File: src/rtl/cic_decimator.sv
// cic_decimator: runtime-rate CIC decimation filter (R = 2^k) with round-half-up
// output scaling, extra gain shift, saturation and warm-up strobe gating.
module cic_decimator #(
   parameter int DATA_WIDTH    = 16,
   parameter int STAGES        = 4,
   parameter int MAX_RATE_LOG2 = 6,
   parameter int DIFF_DELAY    = 1
) (
   input  logic                  i_clk,
   input  logic                  i_resetn,
   input  logic [DATA_WIDTH-1:0] i_data,
   input  logic                  i_valid,
   input  logic [2:0]            i_rate_log2,
   input  logic [2:0]            i_gain_shift,
   output logic [DATA_WIDTH-1:0] o_data,
   output logic                  o_valid,
   output logic                  o_sat
);
   localparam int ACC_W = DATA_WIDTH + STAGES*(MAX_RATE_LOG2 + DIFF_DELAY - 1);
   localparam int OUT_W = ACC_W + 9;
   localparam int WARM  = STAGES*DIFF_DELAY;
   localparam int WU_W  = $clog2(WARM + 1);
   localparam logic signed [OUT_W-1:0] ONE = 1;

   logic [ACC_W-1:0]         int_q [STAGES], int_d [STAGES];
   logic [ACC_W-1:0]         cb_q [STAGES], cb_d [STAGES], cin [STAGES];
   logic [ACC_W-1:0]         d1_q [STAGES], d1_d [STAGES], d2_q [STAGES], d2_d [STAGES];
   logic [7:0]               sh_q [STAGES+1], sh_d [STAGES+1];
   logic [STAGES:0]          tv_q, tv_d, gd_q, gd_d;
   logic [MAX_RATE_LOG2-1:0] cnt_q, cnt_d;
   logic [2:0]               k_q, k_d, g_q, g_d, k_in;
   logic [WU_W-1:0]          wu_q, wu_d;
   logic                     started_q, started_d, wrap, sat;
   logic signed [OUT_W-1:0]  xe, y;
   logic signed [7:0]        sh;
   logic [DATA_WIDTH-1:0]    o_data_q, o_data_d;
   logic                     o_valid_q, o_valid_d, o_sat_q, o_sat_d;

   always_comb begin
      k_in = (i_rate_log2 == 3'd0) ? 3'd1 :
             (int'(i_rate_log2) > MAX_RATE_LOG2) ? 3'(MAX_RATE_LOG2) : i_rate_log2;
      wrap = i_valid && started_q && (int'(cnt_q) == (1 << k_q) - 1);
      started_d = 1'b1;
      k_d = (!started_q || wrap) ? k_in : k_q;
      g_d = (!started_q || wrap) ? i_gain_shift : g_q;
      cnt_d = !i_valid ? cnt_q : wrap ? '0 : cnt_q + 1'b1;
      // The token leaving at a k change still belongs to the old period, so it is judged on the old count.
      wu_d = !wrap ? wu_q : (k_in != k_q) ? '0 : (int'(wu_q) < WARM) ? wu_q + 1'b1 : wu_q;
      tv_d = {tv_q[STAGES-1:0], wrap};
      gd_d = {gd_q[STAGES-1:0], wrap && int'(wu_q) == WARM};
      sh_d[0] = 8'(STAGES*(int'(k_q) + DIFF_DELAY - 1) - int'(g_q));
      for (int n = 1; n <= STAGES; n++) sh_d[n] = sh_q[n-1];
      int_d[0] = i_valid ? int_q[0] + {{(ACC_W-DATA_WIDTH){i_data[DATA_WIDTH-1]}}, i_data} : int_q[0];
      for (int n = 1; n < STAGES; n++) int_d[n] = i_valid ? int_q[n] + int_q[n-1] : int_q[n];
      cin[0] = int_q[STAGES-1];
      for (int n = 1; n < STAGES; n++) cin[n] = cb_q[n-1];
      for (int n = 0; n < STAGES; n++) begin
         cb_d[n] = tv_q[n] ? cin[n] - (DIFF_DELAY == 1 ? d1_q[n] : d2_q[n]) : cb_q[n];
         d1_d[n] = tv_q[n] ? cin[n] : d1_q[n];
         d2_d[n] = tv_q[n] ? d1_q[n] : d2_q[n];
      end
      xe = OUT_W'(signed'(cb_q[STAGES-1]));
      sh = sh_q[STAGES];
      y = (sh > 8'sd0) ? (xe + (ONE <<< (sh - 8'sd1))) >>> sh : xe <<< (-sh);
      sat = !((&y[OUT_W-1:DATA_WIDTH-1]) || !(|y[OUT_W-1:DATA_WIDTH-1]));
      o_valid_d = tv_q[STAGES] && gd_q[STAGES];
      o_data_d = !o_valid_d ? o_data_q :
                 sat ? {y[OUT_W-1], {(DATA_WIDTH-1){!y[OUT_W-1]}}} : y[DATA_WIDTH-1:0];
      o_sat_d = o_valid_d ? sat : o_sat_q;
   end

   always_ff @(posedge i_clk or negedge i_resetn) begin
      if (!i_resetn) begin
         int_q     <= '{default: '0};
         cb_q      <= '{default: '0};
         d1_q      <= '{default: '0};
         d2_q      <= '{default: '0};
         sh_q      <= '{default: '0};
         tv_q      <= '0;
         gd_q      <= '0;
         cnt_q     <= '0;
         k_q       <= '0;
         g_q       <= '0;
         wu_q      <= '0;
         started_q <= 1'b0;
         o_data_q  <= '0;
         o_valid_q <= 1'b0;
         o_sat_q   <= 1'b0;
      end else begin
         int_q     <= int_d;
         cb_q      <= cb_d;
         d1_q      <= d1_d;
         d2_q      <= d2_d;
         sh_q      <= sh_d;
         tv_q      <= tv_d;
         gd_q      <= gd_d;
         cnt_q     <= cnt_d;
         k_q       <= k_d;
         g_q       <= g_d;
         wu_q      <= wu_d;
         started_q <= started_d;
         o_data_q  <= o_data_d;
         o_valid_q <= o_valid_d;
         o_sat_q   <= o_sat_d;
      end
   end

   assign o_data  = o_data_q;
   assign o_valid = o_valid_q;
   assign o_sat   = o_sat_q;
endmodule

File: config.mk
export PLATFORM = sky130hd
export DESIGN_NAME = cic_decimator
export DESIGN_NICKNAME = d
export VERILOG_FILES = /design/src/rtl/cic_decimator.sv
export SDC_FILE = /design/constraint.sdc
export NUM_CORES = 2
export LEC_CHECK = 0
export BUFFER_PORTS_ARGS = -buffer_cell sky130_fd_sc_hd__buf_2
export CAP_MARGIN = 20
export CORE_MARGIN = 5
export CORE_UTILIZATION = 56
export DETAILED_ROUTE_END_ITERATION = 7
export PLACE_DENSITY = 0.8
export SETUP_SLACK_MARGIN = 0.05
export SLEW_MARGIN = 5
export SYNTH_ARGS = -nofsm -noshare
export SYNTH_HDL_FRONTEND = slang
export SYNTH_SLANG_ARGS = --single-unit
File: constraint.sdc
create_clock -name i_clk -period 11.75 [get_ports i_clk]
set_clock_uncertainty 0.15 [all_clocks]
set_input_delay 2.35 -clock i_clk [delete_from_list [all_inputs] [get_ports i_clk]]
set_output_delay 2.35 -clock i_clk [all_outputs]
set_load 0.005 [all_outputs]
# [Word level (Yosys, flattened, before mapping)]
# Cells that the tools add are included.
# W data, S select, Z words.
[classes] addsub=17 magnitude_cmp=3 eq_ne=3 shift=4 muxes=7 n_reduce_logical=15
[ops] operator="$add A40 B40 Y40" n=4
[ops] operator="$sub A40 B40 Y40" n=4
[ops] operator="$add A40 B49 Y49" n=1
[ops] operator="$mux W49" n=1
[ops] operator="$sshl A2 B8 Y49 const A" n=1
[ops] operator="$sshl A40 B8 Y49" n=1
[ops] operator="$sshr A49 B8 Y49" n=1
[ops] operator="$reduce_and A34 Y1" n=1
[ops] operator="$reduce_or A34 Y1" n=1
[ops] operator="$eq A7 B32 Y1" n=1
[ops] operator="$shl A1 B3 Y32 const A" n=1
[ops] operator="$sub A32 B2 Y32 const B" n=1
[ops] operator="$mux W16" n=1
[ops] operator="$mux W3" n=4
[ops] operator="$gt A8 B1 Y1 const B" n=1
[ops] operator="$neg A8 Y8" n=1
[ops] operator="$sub A7 B4 Y8" n=1
[ops] operator="$sub A8 B2 Y8 const B" n=1
[ops] operator="$add A6 B1 Y6 const B" n=1
[ops] operator="$mux W6" n=1
[ops] operator="$sub A4 B1 Y5 const B" n=1
[ops] operator="$add A3 B1 Y4 const B" n=1
[ops] operator="$logic_and A1 B1 Y1" n=4
[ops] operator="$logic_not A1 Y1" n=4
[ops] operator="other kinds (9)" n=10
[totals] reg_bits=564 in_bits=25 output_inout_bits=18 elab_cells=76

# [Longest topological paths before layout]
[logic_depth] depth_word=9 ltp_mapped=40 depth_no_buf=27

# [Least setup slack after synthesis]
# Ideal clock, no wire load.
[synth_timing] path_kind="reg-to-reg" from="register sh_q, in the netlist sh[0]" to="register o_data_q[14] (netlist: o_data[14])" arrival_time_ps=9251 t_required_ps=11455 path_slack_ps=2205 path_stages_with_launch=39 path_buffers=14 path_cell_list="dfrtp_1 > buf_2 > inv_1 > clkbuf_1 > clkbuf_1 > buf_1 > buf_1 > clkbuf_1 > buf_2 > ha_1 > nor3b_1 > xnor2_1 > clkbuf_1 > clkbuf_1 > clkbuf_1 > clkbuf_1 > nand3_1 > clkbuf_1 > [3 not listed] > a21oi_1 > o21ai_1 > a221oi_4 > nor2_2 > or3_4 > a21boi_2 > nor3_1 > or3_1 > a32o_1 > a221o_1 > nor3_1 > nor4b_1 > nand4b_1 > nor4_2 > a41o_2 > buf_2 > and3_1 > o31ai_2"
[synth_between] elab_chain_cells=9
[synth_rtl] item="start: declaration" line_no="28" rtl="logic [7:0] sh_q [STAGES+1], sh_d [STAGES+1];"
[synth_rtl] item="start signal: assignment" line_no="78" rtl="sh_q <= '{default: '0};"
[synth_rtl] item="start signal: assignment" line_no="94" rtl="sh_q <= sh_d;"
[synth_rtl] item="$sub A8 B2 Y8" line_no="64" rtl="y = (sh > 8'sd0) ? (xe + (ONE <<< (sh - 8'sd1))) >>> sh : xe <<< (-sh);"
[synth_rtl] item="$sshl A2 B8 Y49" line_no="64"
[synth_rtl] item="$add A40 B49 Y49" line_no="64"
[synth_rtl] item="$sshr A49 B8 Y49" line_no="64"
[synth_rtl] item="$mux W49 (*)" line_no="64"
[synth_rtl] item="$reduce_or A34 Y1" line_no="65" rtl="sat = !((&y[OUT_W-1:DATA_WIDTH-1]) || !(|y[OUT_W-1:DATA_WIDTH-1]));"
[synth_rtl] item="$logic_not A1 Y1" line_no="65"
[synth_rtl] item="$logic_or A1 B1 Y1" line_no="65"
[synth_rtl] item="$mux W16 (*)" line_no="68" rtl="sat ? {y[OUT_W-1], {(DATA_WIDTH-1){!y[OUT_W-1]}}} : y[DATA_WIDTH-1:0];"
[synth_rtl] item="end signal: assignment" line_no="102" rtl="o_data_q <= o_data_d;"
[synth_rtl] item="end: declaration" line_no="36" rtl="logic [DATA_WIDTH-1:0] o_data_q, o_data_d;"
# Every way passes the cells marked *; elsewhere a longest branch is shown, timed or not.
# A chain may end at the register's enable or synchronous reset.

# [Worst setup path after layout]
[layout_timing] from="register sh_q, in the netlist sh[0]" to="register o_data_q[4] (netlist: o_data[4])"
# The elaborated chain is that of the path after synthesis.

==> impl_metrics.env <==
export IMPL_firstDrtPassIters=6
export IMPL_postLayoutCellArea_sq_um=50300
export IMPL_cp_start_kind="register"
export IMPL_overflow=0
export IMPL_synth_cell_types=120
export IMPL_comb_power_share=0.644
export IMPL_synth_async_reset_ratio=1.00
export IMPL_ys_flop_type="dfrtp_1"
export IMPL_worst_path_max_fanout=63
export IMPL_drt_iter0_markers=4788
export IMPL_seqPwrFrac=0.203
export IMPL_min_period_ps=9980
export IMPL_gp_congestion=1.05
export IMPL_total_power_w=0.0140
export IMPL_post_cts_buffers=0
export IMPL_irDropWorstVdd_uv=225
export IMPL_grtUsageMet3=0.0662
export IMPL_synth_area_sq_um=46900
export IMPL_power_density_nw_per_um2=279
export IMPL_cts_root_buf="clkbuf_16"
export IMPL_drive_above_1_share=0.116
export IMPL_wl_mm=147
export IMPL_fmax_ghz=0.100
export IMPL_p_switching_w=0.00641
export IMPL_drv_slew=0
export IMPL_drc=0
export IMPL_clock_sinks=564
export IMPL_dieHeight_um=299
export IMPL_yosys_top_cells_area="dfrtp_1 (30%), ha_1 (9.8%), mux2_2 (6.5%), nand2_1 (4.5%), o21ai_0 (4.4%)"
export IMPL_die_area_sq_um=89700
export IMPL_use_met2=0.509
export IMPL_yosysSeqAreaShare=0.301
export IMPL_cts_tree="built"
export IMPL_pin_count=43
export IMPL_vias_per_cell=6.52
export IMPL_crit_path_end_kind="register"
export IMPL_rsz0062_at_grt="no"
export IMPL_path_clk_slew_ps=60
export IMPL_clockBufferDepth=3
export IMPL_synth_seq_cells=564
export IMPL_core_area_sq_um=83400
export IMPL_final_common_cell="nand2_1"
export IMPL_vias=42300
export IMPL_busiest_layer="met2"
export IMPL_tightest_slew_ps=1130
export IMPL_post_cts_resized=0
export IMPL_grt_use_total=0.321
export IMPL_routedWlPerCell_um=22.7
export IMPL_syn_to_final_growth_pct=7.20
export IMPL_first_global_vias=40700
export IMPL_power_internal_w=0.00761
export IMPL_dpl_hpwl_mm=113
export IMPL_row_count=106
export IMPL_syn_area_per_cell_sq_um=8.63
export IMPL_placed_cell_area_sq_um=48000
export IMPL_cp_required_ps=12120
export IMPL_cts_max_level=3
export IMPL_cts_hold_buffers=0
export IMPL_cp_arrival_ps=10350
export IMPL_final_antenna_net_count=0
export IMPL_final_cell_mix="nand2_1 (565), dfrtp_1 (558), nor2_1 (426)"
export IMPL_tns_ps=0
export IMPL_min_path_type="register to register"
export IMPL_leakagePower_nw=22.1
export IMPL_nNetsFinal=5751
export IMPL_yosys_area_top_type="dfrtp_1"
export IMPL_use_met1=0.431
export IMPL_grt_pass1_wl_mm=232
export IMPL_grt_max_degree=168
export IMPL_synth_top_area_share=0.301
export IMPL_cts_buffers=66
export IMPL_setup_violations=0
export IMPL_slew_headroom=0.240
export IMPL_clock_latency_ps=630
export IMPL_status="finished clean"
export IMPL_critPathKind="register to register"
export IMPL_layout_setup_ws_ps=1770
export IMPL_syn_inst=5440
export IMPL_pre_cts_ws_ps=2170
export IMPL_yosys_warnings=0
export IMPL_p_sw_frac=0.457
export IMPL_hold_violations=0
export IMPL_synth_edff_count=0
export IMPL_maxCapViolations=0
export IMPL_clkPwrFrac=0.153
export IMPL_die_w_um=299
export IMPL_numPortBuffers=42
export IMPL_period_share=0.850
export IMPL_grt_antenna_before_repair=11
export IMPL_syn_nets=5841
export IMPL_start_util=0.563
-- worst paths after layout --
kind / cells past startpoint / endpoint / slack, ps / start
max in group asynchronous: 2 / tv_q[2]$_DFF_PN0_ / 8300 / i_resetn
worst min-delay path: 0 / sh_d[8]$_DFF_PN0_ / 190 / sh_d[16]$_DFF_PN0_
min in group asynchronous: 1 / int_q[120]$_DFFE_PN0P_ / 1590 / i_resetn
worst max-delay path: 23 / o_data[4]$_DFFE_PN0P_ / 1770 / sh[0]$_DFF_PN0_
worst min register to register: 0 / sh_d[8]$_DFF_PN0_ / 190 / sh_d[16]$_DFF_PN0_
worst max register to register: 23 / o_data[4]$_DFFE_PN0P_ / 1770 / sh[0]$_DFF_PN0_
-- layer usage --
layer  vias up  wire (um)
li1      19800          -
met1     20300      62300
met2      1754      65800
met3       440      12200
met4         6       7240
met5         -         42
-- stage by stage --
step | std cells | hold WS (ps) | util
2_1_floorplan | 5440 | 181 | -
3_3_place_gp | 6362 | 182 | 0.575
3_5_place_dp | 6362 | 185 | 0.575
4_1_cts | 6482 | 194 | 0.603
5_1_grt | 6482 | 198 | 0.603
6_report | 6485 | 193 | 0.603
-- cells by family (layout without fill, tap and decap cells) --
family          count (synthesis)  count (layout)  synth area share
fa+ha+maj                     376             376             0.102
compound gates               1617            1617             0.229
flops                         564             564             0.301
buf+inv                       503             465            0.0425
xor+xnor                      300             300            0.0562
other cells                     1               4         0.0000799
mux                           399             399             0.100
simple gates                 1680            1680             0.170
-- state kept, by name, indices dropped and copies added (netlist names), 3 cells and up --
register	count
g_q	3
k_q	3
cb_q	160
int_q	120
tv_q	5
cin	40
sh	8
wu_q	3
cnt_q	6
gd_q	5
sh_d	32
o_data	16
d1_q	160
-- power by group through the flow --
stage                     sequential (W)  clock, W  combinational [W]
after CTS                        0.00284   0.00219            0.00891
after global routing             0.00291   0.00227            0.00994
final                            0.00284   0.00215            0.00903
after detailed placement         0.00287         0            0.00880
after global placement           0.00285         0            0.00859
after floorplan                  0.00269         0            0.00695
-- cell type report --
type / count / area [sq um]
Clock buffer: 86 / 1830
Fill cell: 7066 / 33100
Clock inverter: 34 / 505
Sequential cell: 564 / 14100
Inverter: 250 / 938
Tap cell: 1080 / 1350
Antenna cell: 3 / 7.51
Multi-Input combinational cell: 4373 / 30900
Timing Repair Buffer: 95 / 662
-- synthesized netlist by cell type, types with 80 or more instances --
library cell and n:
o21ai_0 412, a21oi_1 371, nor2_1 426, dfrtp_1 564
ha_1 367, o21a_1 80, nor3_1 126, mux2i_1 98
mux2_2 271, a21o_1 127, xnor2_1 223, inv_1 243
clkbuf_1 172, nand3_1 125, nand2_1 565
-- worst max-delay path: stages, from the launching register on --
cell and delay [ps]:
dfrtp_4 750, inv_2 400, ha_2 350, nor3b_1 440, xnor2_1 170, buf_4 300, nand3_1 580, nor3_1 340
ha_1 440, a21oi_1 380, o21ai_0 400, a221oi_1 660, o22a_1 290, a211oi_1 140, nor2_2 780, nand2_1 260
o22a_1 370, a311oi_1 690, o2111ai_1 270, or4_1 550, nor3_1 210, a41o_2 290, nor2_2 230, o31ai_1 330
Power figures use the tool's default switching activity.
